## src/rtl/sum_accumulator.sv

```systemverilog
// Aligns the adder's registered sum to its issue strobe via a LAT-deep valid delay line,
// accumulates N_SAMPLES aligned sums per frame and holds each total on a valid/ready output.
module sum_accumulator #(
    parameter int IN_W      = 9,
    parameter int ACC_W     = 16,
    parameter int N_SAMPLES = 4,
    parameter int LAT       = 3
) (
    input  logic                               clk,
    input  logic                               rst_n,
    input  logic                               issue,
    input  logic [IN_W-1:0]                    sum_in,
    input  logic                               clear,
    output logic [ACC_W-1:0]                   acc_out,
    output logic                               acc_valid,
    input  logic                               acc_ready,
    output logic                               overflow,
    output logic                               dropped,
    output logic                               busy,
    output logic [$clog2(N_SAMPLES+1)-1:0]     sample_cnt
);

    localparam int CNT_W = $clog2(N_SAMPLES + 1);
    localparam logic [CNT_W-1:0] N_CNT = CNT_W'(N_SAMPLES);

    typedef enum logic [1:0] {IDLE, ACCUM, HOLD} state_t;

    state_t             state;
    logic [LAT-1:0]     vld_d;
    logic               s;
    logic               start;
    logic [ACC_W-1:0]   sum_ext;
    logic [ACC_W:0]     acc_sum;
    logic [CNT_W-1:0]   cnt_inc;

    assign s       = vld_d[LAT-1];
    assign sum_ext = {{(ACC_W-IN_W){1'b0}}, sum_in};
    assign acc_sum = {1'b0, acc_out} + {1'b0, sum_ext};
    assign cnt_inc = sample_cnt + 1'b1;

    // A fresh frame begins from IDLE, or straight out of HOLD when the consumer takes the total
    // in the same cycle a sum lands, which keeps back-to-back frames gap-free.
    assign start = s && ((state == IDLE) || ((state == HOLD) && acc_ready));

    assign acc_valid = (state == HOLD);
    assign busy      = (state != IDLE);

    always_ff @(posedge clk) begin
        if (!rst_n) begin
            state      <= IDLE;
            vld_d      <= '0;
            acc_out    <= '0;
            sample_cnt <= '0;
            overflow   <= 1'b0;
            dropped    <= 1'b0;
        end else begin
            vld_d[0] <= issue;
            for (int k = 1; k < LAT; k++) begin
                vld_d[k] <= vld_d[k-1];
            end

            // Clear leaves the delay line alone so issues already in flight still land.
            if (clear) begin
                state      <= IDLE;
                acc_out    <= '0;
                sample_cnt <= '0;
                overflow   <= 1'b0;
                dropped    <= 1'b0;
            end else if (start) begin
                acc_out    <= sum_ext;
                sample_cnt <= CNT_W'(1);
                overflow   <= 1'b0;
                dropped    <= 1'b0;
                state      <= (N_SAMPLES == 1) ? HOLD : ACCUM;
            end else begin
                case (state)
                    ACCUM: begin
                        if (s) begin
                            acc_out    <= acc_sum[ACC_W-1:0];
                            sample_cnt <= cnt_inc;
                            if (acc_sum[ACC_W]) begin
                                overflow <= 1'b1;
                            end
                            state <= (cnt_inc == N_CNT) ? HOLD : ACCUM;
                        end
                    end
                    HOLD: begin
                        if (acc_ready) begin
                            state      <= IDLE;
                            sample_cnt <= '0;
                            overflow   <= 1'b0;
                            dropped    <= 1'b0;
                        end else if (s) begin
                            dropped <= 1'b1;
                        end
                    end
                    default: ;
                endcase
            end
        end
    end

endmodule

```

## config.mk

```make
export PLATFORM = sky130hd
export DESIGN_NAME = sum_accumulator
export DESIGN_NICKNAME = d
export VERILOG_FILES = /design/src/rtl/sum_accumulator.sv
export SDC_FILE = /design/constraint.sdc
export NUM_CORES = 1
export LEC_CHECK = 0
export CORE_ASPECT_RATIO = 0.5
export CORE_MARGIN = 5
export CORE_UTILIZATION = 30
export DETAILED_ROUTE_END_ITERATION = 8
export GPL_TIMING_DRIVEN = 0
export PLACE_DENSITY_LB_ADDON = 0.15
export SLEW_MARGIN = 20
export SYNTH_ARGS = -nofsm -noshare
export SYNTH_HDL_FRONTEND = slang
export SYNTH_SLANG_ARGS = --single-unit
```

## constraint.sdc

```tcl
create_clock -name clk -period 1.73 [get_ports clk]
set_input_delay 0.2595 -clock clk [delete_from_list [all_inputs] [get_ports clk]]
set_output_delay 0.2595 -clock clk [all_outputs]
set_load 0.01 [all_outputs]
```

Word-level counts from Yosys, hierarchy flattened
Index checks and enable logic that the tools add are counted.
- div/mod/pow operators: 0
- bitwise gates (word level): 1
- shift-type cells: 0
- mux-type cells: 18
- eq/ne operators: 8
- reduce and logical (&&, ||, !) cells: 18
- $lt $le $gt $ge: 0
- add/sub/neg operators: 2
- multiply operators: 0
- operators by type and width (operator ; count):
    $mux 9 ; 3
    $add 16x9->17 ; 1
    $reduce_bool 2->1 ; 5
    $mux 1 ; 7
    $mux 2 ; 3
    $mux 3 ; 2
    $pmux 3 s2 ; 1
    $reduce_and 2->1 ; 3
    $reduce_and 3->1 ; 2
    $ne 2x2->1 const B ; 2
    $pmux 2 s2 ; 1
    $reduce_and 4->1 ; 1
    $add 3x1->3 const B ; 1
    $eq 3x3->1 const B ; 1
    $ne 3x1->1 const B ; 1
    $ne 3x3->1 const B ; 1
    $reduce_bool 3->1 ; 1
    $reduce_or 3->1 ; 1
    $eq 2x1->1 const B ; 1
    $eq 2x2->1 const B ; 1
    $logic_and 1x1->1 ; 2
    $logic_not 2->1 ; 1
    $ne 2x1->1 const B ; 1
    $pmux 1 s2 ; 1
    3 further kinds ; 3
- ROM bits: 0
- latch bits: 0
- output and inout bits: 23
- register bits after elaboration: 26
- memories: 0
- input port bits: 14
- memory bits (writable): 0

Depth between registers and ports, before layout
- word-level depth: 6
- depth in mapped cells: 8

Worst setup path after synthesis
Ideal clock, no wire load.
- path type: register to register
- start point: register acc_out[0]
- end point: register overflow
- required time: 1604 ps
- cell stages (with the launch flop): 8
- arrival time: 1705 ps
- buffers on the path: 0
- slack: -101 ps
- path through: dfxtp_1 ha_1 fa_1 a211o_1 nand4_2 nand2_1 a311oi_1 nor4_1
- cells in the longest elaborated chain, start to end: 3
- ends and longest elaborated chain (element ; line ; source):
    start: declaration ; 14 ; output logic [ACC_W-1:0] acc_out,
    start signal: assignment ; 70 ; acc_out <= sum_ext;
    start signal: assignment ; 79 ; acc_out <= acc_sum[ACC_W-1:0];
    $add 16x9->17 ; 38 ; assign acc_sum = {1'b0, acc_out} + {1'b0, sum_ext};
    $ne 2x2->1 (no source line) ; -- ;
    $reduce_and 4->1 (no source line) ; -- ;
    end signal: assignment ; 54 ; overflow <= 1'b0;
    end signal: assignment ; 67 ; overflow <= 1'b0;
    end signal: assignment ; 72 ; overflow <= 1'b0;
    end: declaration ; 17 ; output logic overflow,
No other way between the ends.
A chain may end at the register's enable or synchronous reset.

Worst setup path after layout
- start point: register acc_out[0]
- end point: register acc_out[6]
- cells in the longest elaborated chain, start to end: 4
- ends and longest elaborated chain (element ; line ; source):
    $add 16x9->17 ; 38 ;
    $mux 9 ; 78 ; if (s) begin
    $mux 9 ; 76 ; case (state)
    $mux 9 ; 69 ; end else if (start) begin
No other way between the ends. The select of a mux whose other input is x is not followed.

==> run_results.csv <==
group,metric,value,unit
setup_path,critPathCaptureType,"flop",
power,ir_worst_vdd,0.419,mV
setup_path,path_class,"flop to flop",
logic_synthesis,synth.lib_cells_used.distinct,53,
setup_path,reg2reg_depth,7,
timing,timing.final.max_slew_violations,0,
cells_and_area,syn_to_final_growth,48.5,%
timing,timing.final.ws_setup,-0.0868,ns
logic_synthesis,synth_top_cells_by_count,"a21oi_1, dfxtp_1, nand2_1",
floorplanning,pin_count,37,
clocking,tritoncts.num_buffers,3,
setup_path,worstPathCellList,"ha_4 -> fa_2 -> a21o_1 -> a21o_1 -> a21oi_2 -> xor2_1 -> o22ai_1",
routing,vias,1769,
floorplanning,die_x_extent,118,µm
logic_synthesis,synth_cells,215,
cells_and_area,fin_util,46.9,%
floorplanning,floorplan.core_area,0.00559,mm²
setup_path,cp_common_cell,"a21o_1",
floorplanning,initial_utilization,31.6,%
setup_path,critical_path.top_delay_family,"compound AO/OA/AOI/OAI gates",
timing,timing.final.crit_share,105,%
clocking,post_cts_hold_buffer_count,0,
placed_design,placed_cell_area,0.00223,mm²
logic_synthesis,synthesized_area_per_cell,8.20,µm²
logic_synthesis,synth.cell_area,0.00176,mm²
setup_path,startpoint_type,"flop",
global_route,grt_first_pass_wirelength,8470,µm
worst_hold_path,hold_path_startpoint,"vld_d[0]$_SDFF_PN0_",
timing,fin_setup_tns,-0.207,ns
setup_path,cp_max_fo,3,
global_route,gr-usage-all-layers,13.4,%
routing,ant_nets,0,
power,power_density,572,mW/mm²
timing,worst_clock_skew,0.00288,ns
placed_design,pre_cts_worst_setup_slack,-0.549,ns
timing,max_freq,0.550,GHz
clocking,clk_path_buf_depth,2,
clocking,cts.root.buffer_cell,"clkbuf_16",
setup_path,critical-path-max-stage-delay,0.39,ns
placed_design,hpwlAfterDp,3790,µm
outcome,failing_checks,"negative setup slack",
timing,setup_viols_final,5,
logic_synthesis,synth.largest_area_cell,"dfxtp_1",
routing,detail_route.wl_per_cell,15.5,µm
clocking,cts_tree,"built",
timing,layout_min_cycle_time,1.82,ns
setup_path,r2r_setup_slack,-0.09,ns
global_route,maximum_number_of_pins_on_one_net_before_global_route_repair,16,
global_route,antenna_found_initial,0,
logic_synthesis,yosys_warnings,0,
clocking,clock_sinks,26,
logic_synthesis,postSynth.asyncResetShare,0,%
routing,firstDrtPassIters,4,
cells_and_area,final_design_area_no_fill,0.00262,mm²
global_route,vias_in_the_first_global_route,1741,
floorplanning,std_cell_rows,19,
outcome,run_status,"finished, violations left",
placed_design,gp_routability_congestion,0.791,
worst_hold_path,min_delay_path_depth,1,
routing,drtIter0Drc,78,
setup_path,worst-path-buf-inv,0,
clocking,clk-insertion-delay-late,0.27,ns
logic_synthesis,synth_top_area_share,29.5,%
timing,setup_repair_after_global_routing_missed_its_margin,"true",
cells_and_area,post_layout_nets,292,
timing,slew_headroom,65.3,%
logic_synthesis,synth_area_leaders,"dfxtp_1, ha_1, a21oi_1, nand2_1, xnor2_1",
floorplanning,floorplan.die_area,0.00760,mm²
logic_synthesis,synth-edff-count,0,
cells_and_area,drive_gt1_share,21.4,%
placed_design,io_buffer_count,36,
floorplanning,die_height,64.2,µm
logic_synthesis,yosys_most_used_dff,"dfxtp_1",
routing,vias_per_cell,5.28,
clocking,path_clk_slew,0.07,ns
logic_synthesis,syn_nets,244,
setup_path,critical_r2r_launch,"acc_out[0]$_SDFFE_PP0P_",
setup_path,reg2reg_to,"acc_out[6]$_SDFFE_PP0P_",
setup_path,cp.arrival,1.95,ns
power,leakagePower,0.992,nW
cells_and_area,num_antenna_cells,0,
timing,worstMarginPinSlew,0.521,ns
worst_hold_path,min_path_type,"flop to flop",
routing,postRouteWirelength,5200,µm
setup_path,worstPathRequired,1.87,ns
setup_path,critical_path.slowest_cell,"fa_2",
clocking,cts-htree-levels,1,
logic_synthesis,flip_flop_and_latch_count_after_synthesis,26,
timing,finalHoldViolCount,0,
worst_hold_path,hold-path-endpoint,"vld_d[1]$_SDFF_PN0_",
routing,drc,0,
run,max_cap_viol_count,0,
logic_synthesis,synth_sequential_area_ratio,29.5,%
global_route,grt_overflow_total,0,
-- kinds of logic (layout without fill, tap and decap cells) --
logic type | Yosys count | after routing | share of synthesized area [%]
DFF | 26 | 26 | 29.5
adders and majority gates | 15 | 15 | 11.1
xor gates and xnor gates | 9 | 9 | 4.47
buffers and inverters | 13 | 60 | 3.62
muxes | 5 | 5 | 2.91
and+or+nand+nor | 80 | 80 | 24.5
AOI/OAI and AO/OA | 67 | 67 | 23.9
-- final cells by class --
cell class / instances / area, µm²
plain buffers: 7 / 52.6
clock buffers: 3 / 75.1
clock inverters: 1 / 30.0
fillers: 559 / 2970
inverters: 5 / 18.8
multi-input cells: 176 / 1410
flip-flops and latches: 26 / 532
well taps: 73 / 91.3
repair buffers: 44 / 412
-- stage by stage --
stage,instances,hold slack (ns),power [mW]
global placement,324,0.422,0.779
detailed placement,324,0.421,0.782
finish,335,0.435,1.50
floorplan,215,0.381,0.713
global route,335,0.460,1.56
CTS,334,0.439,1.51
-- layer usage --
layer | vias up | wire, µm | GRT usage, %
li1 | 885 | - | -
met1 | 848 | 2520 | 17.7
met2 | 32 | 2440 | 22.9
met3 | 4 | 197 | 2.91
met4 | 0 | 38 | 2.83
met5 | - | 0 | 0
-- registers in the layout (all words and copies together), names as in the netlist --
signal and flops:
dropped 1, overflow 1, acc_out 16, state 2, vld_d 3, sample_cnt 3
-- what timing repair did --
item,CTS,global route
cloned,0,0
pin swaps,18,10
gates resized for setup,39,22
setup endpoints to repair,22,14
setup buffers,7,1
hold endpoints to repair,0,0
-- where the power goes --
group          switching, mW  internal, mW  total (mW)
Sequential           0.00444         0.601       0.606
Clock                  0.242         0.462       0.704
Combinational         0.0977        0.0919       0.190
Total                  0.344          1.15        1.50
-- worst max path at each step --
| stage | from | to | slack [ns] | cells past startpoint |
|---|---|---|---|---|
| 2_1_floorplan | acc_out[0]$_SDFFE_PP0P_ | overflow$_SDFFE_PP0P_ | -0.01 | 7 |
| 5_1_grt | acc_out[0]$_SDFFE_PP0P_ | acc_out[6]$_SDFFE_PP0P_ | -0.17 | 7 |
| 4_1_cts | acc_out[0]$_SDFFE_PP0P_ | acc_out[6]$_SDFFE_PP0P_ | -0.14 | 7 |
| 3_3_place_gp | sum_in[5] | overflow$_SDFFE_PP0P_ | -0.55 | 7 |
| 3_5_place_dp | sum_in[5] | overflow$_SDFFE_PP0P_ | -0.55 | 7 |
| 6_report | acc_out[0]$_SDFFE_PP0P_ | acc_out[6]$_SDFFE_PP0P_ | -0.09 | 7 |
-- cell usage in the layout, fill, tap and decap left out, drive strengths merged, types with 2 or more instances in the layout --
master         synthesis  routed
a21oi                 27      27
clkdlybuf4s50          0      26
dfxtp                 26      26
nand2                 23      23
nor2                  15      15
ha                    14      14
buf                    4      12
o21ai                 11      11
dlygate4sd2            0       9
or3                    7       7
xnor2                  7       7
a21o                   6       6
and2                   6       6
and3                   6       6
clkbuf                 4       6
inv                    5       5
mux2i                  4       4
o211ai                 4       4
nand4                  4       4
nand3                  4       4
a211oi                 3       3
o31ai                  3       3
nor2b                  3       3
o21a                   2       2
nor3                   2       2
xor2                   2       2
o2111ai                2       2
o22ai                  2       2
or2b                   2       2
(Power assumes the default switching activity.)
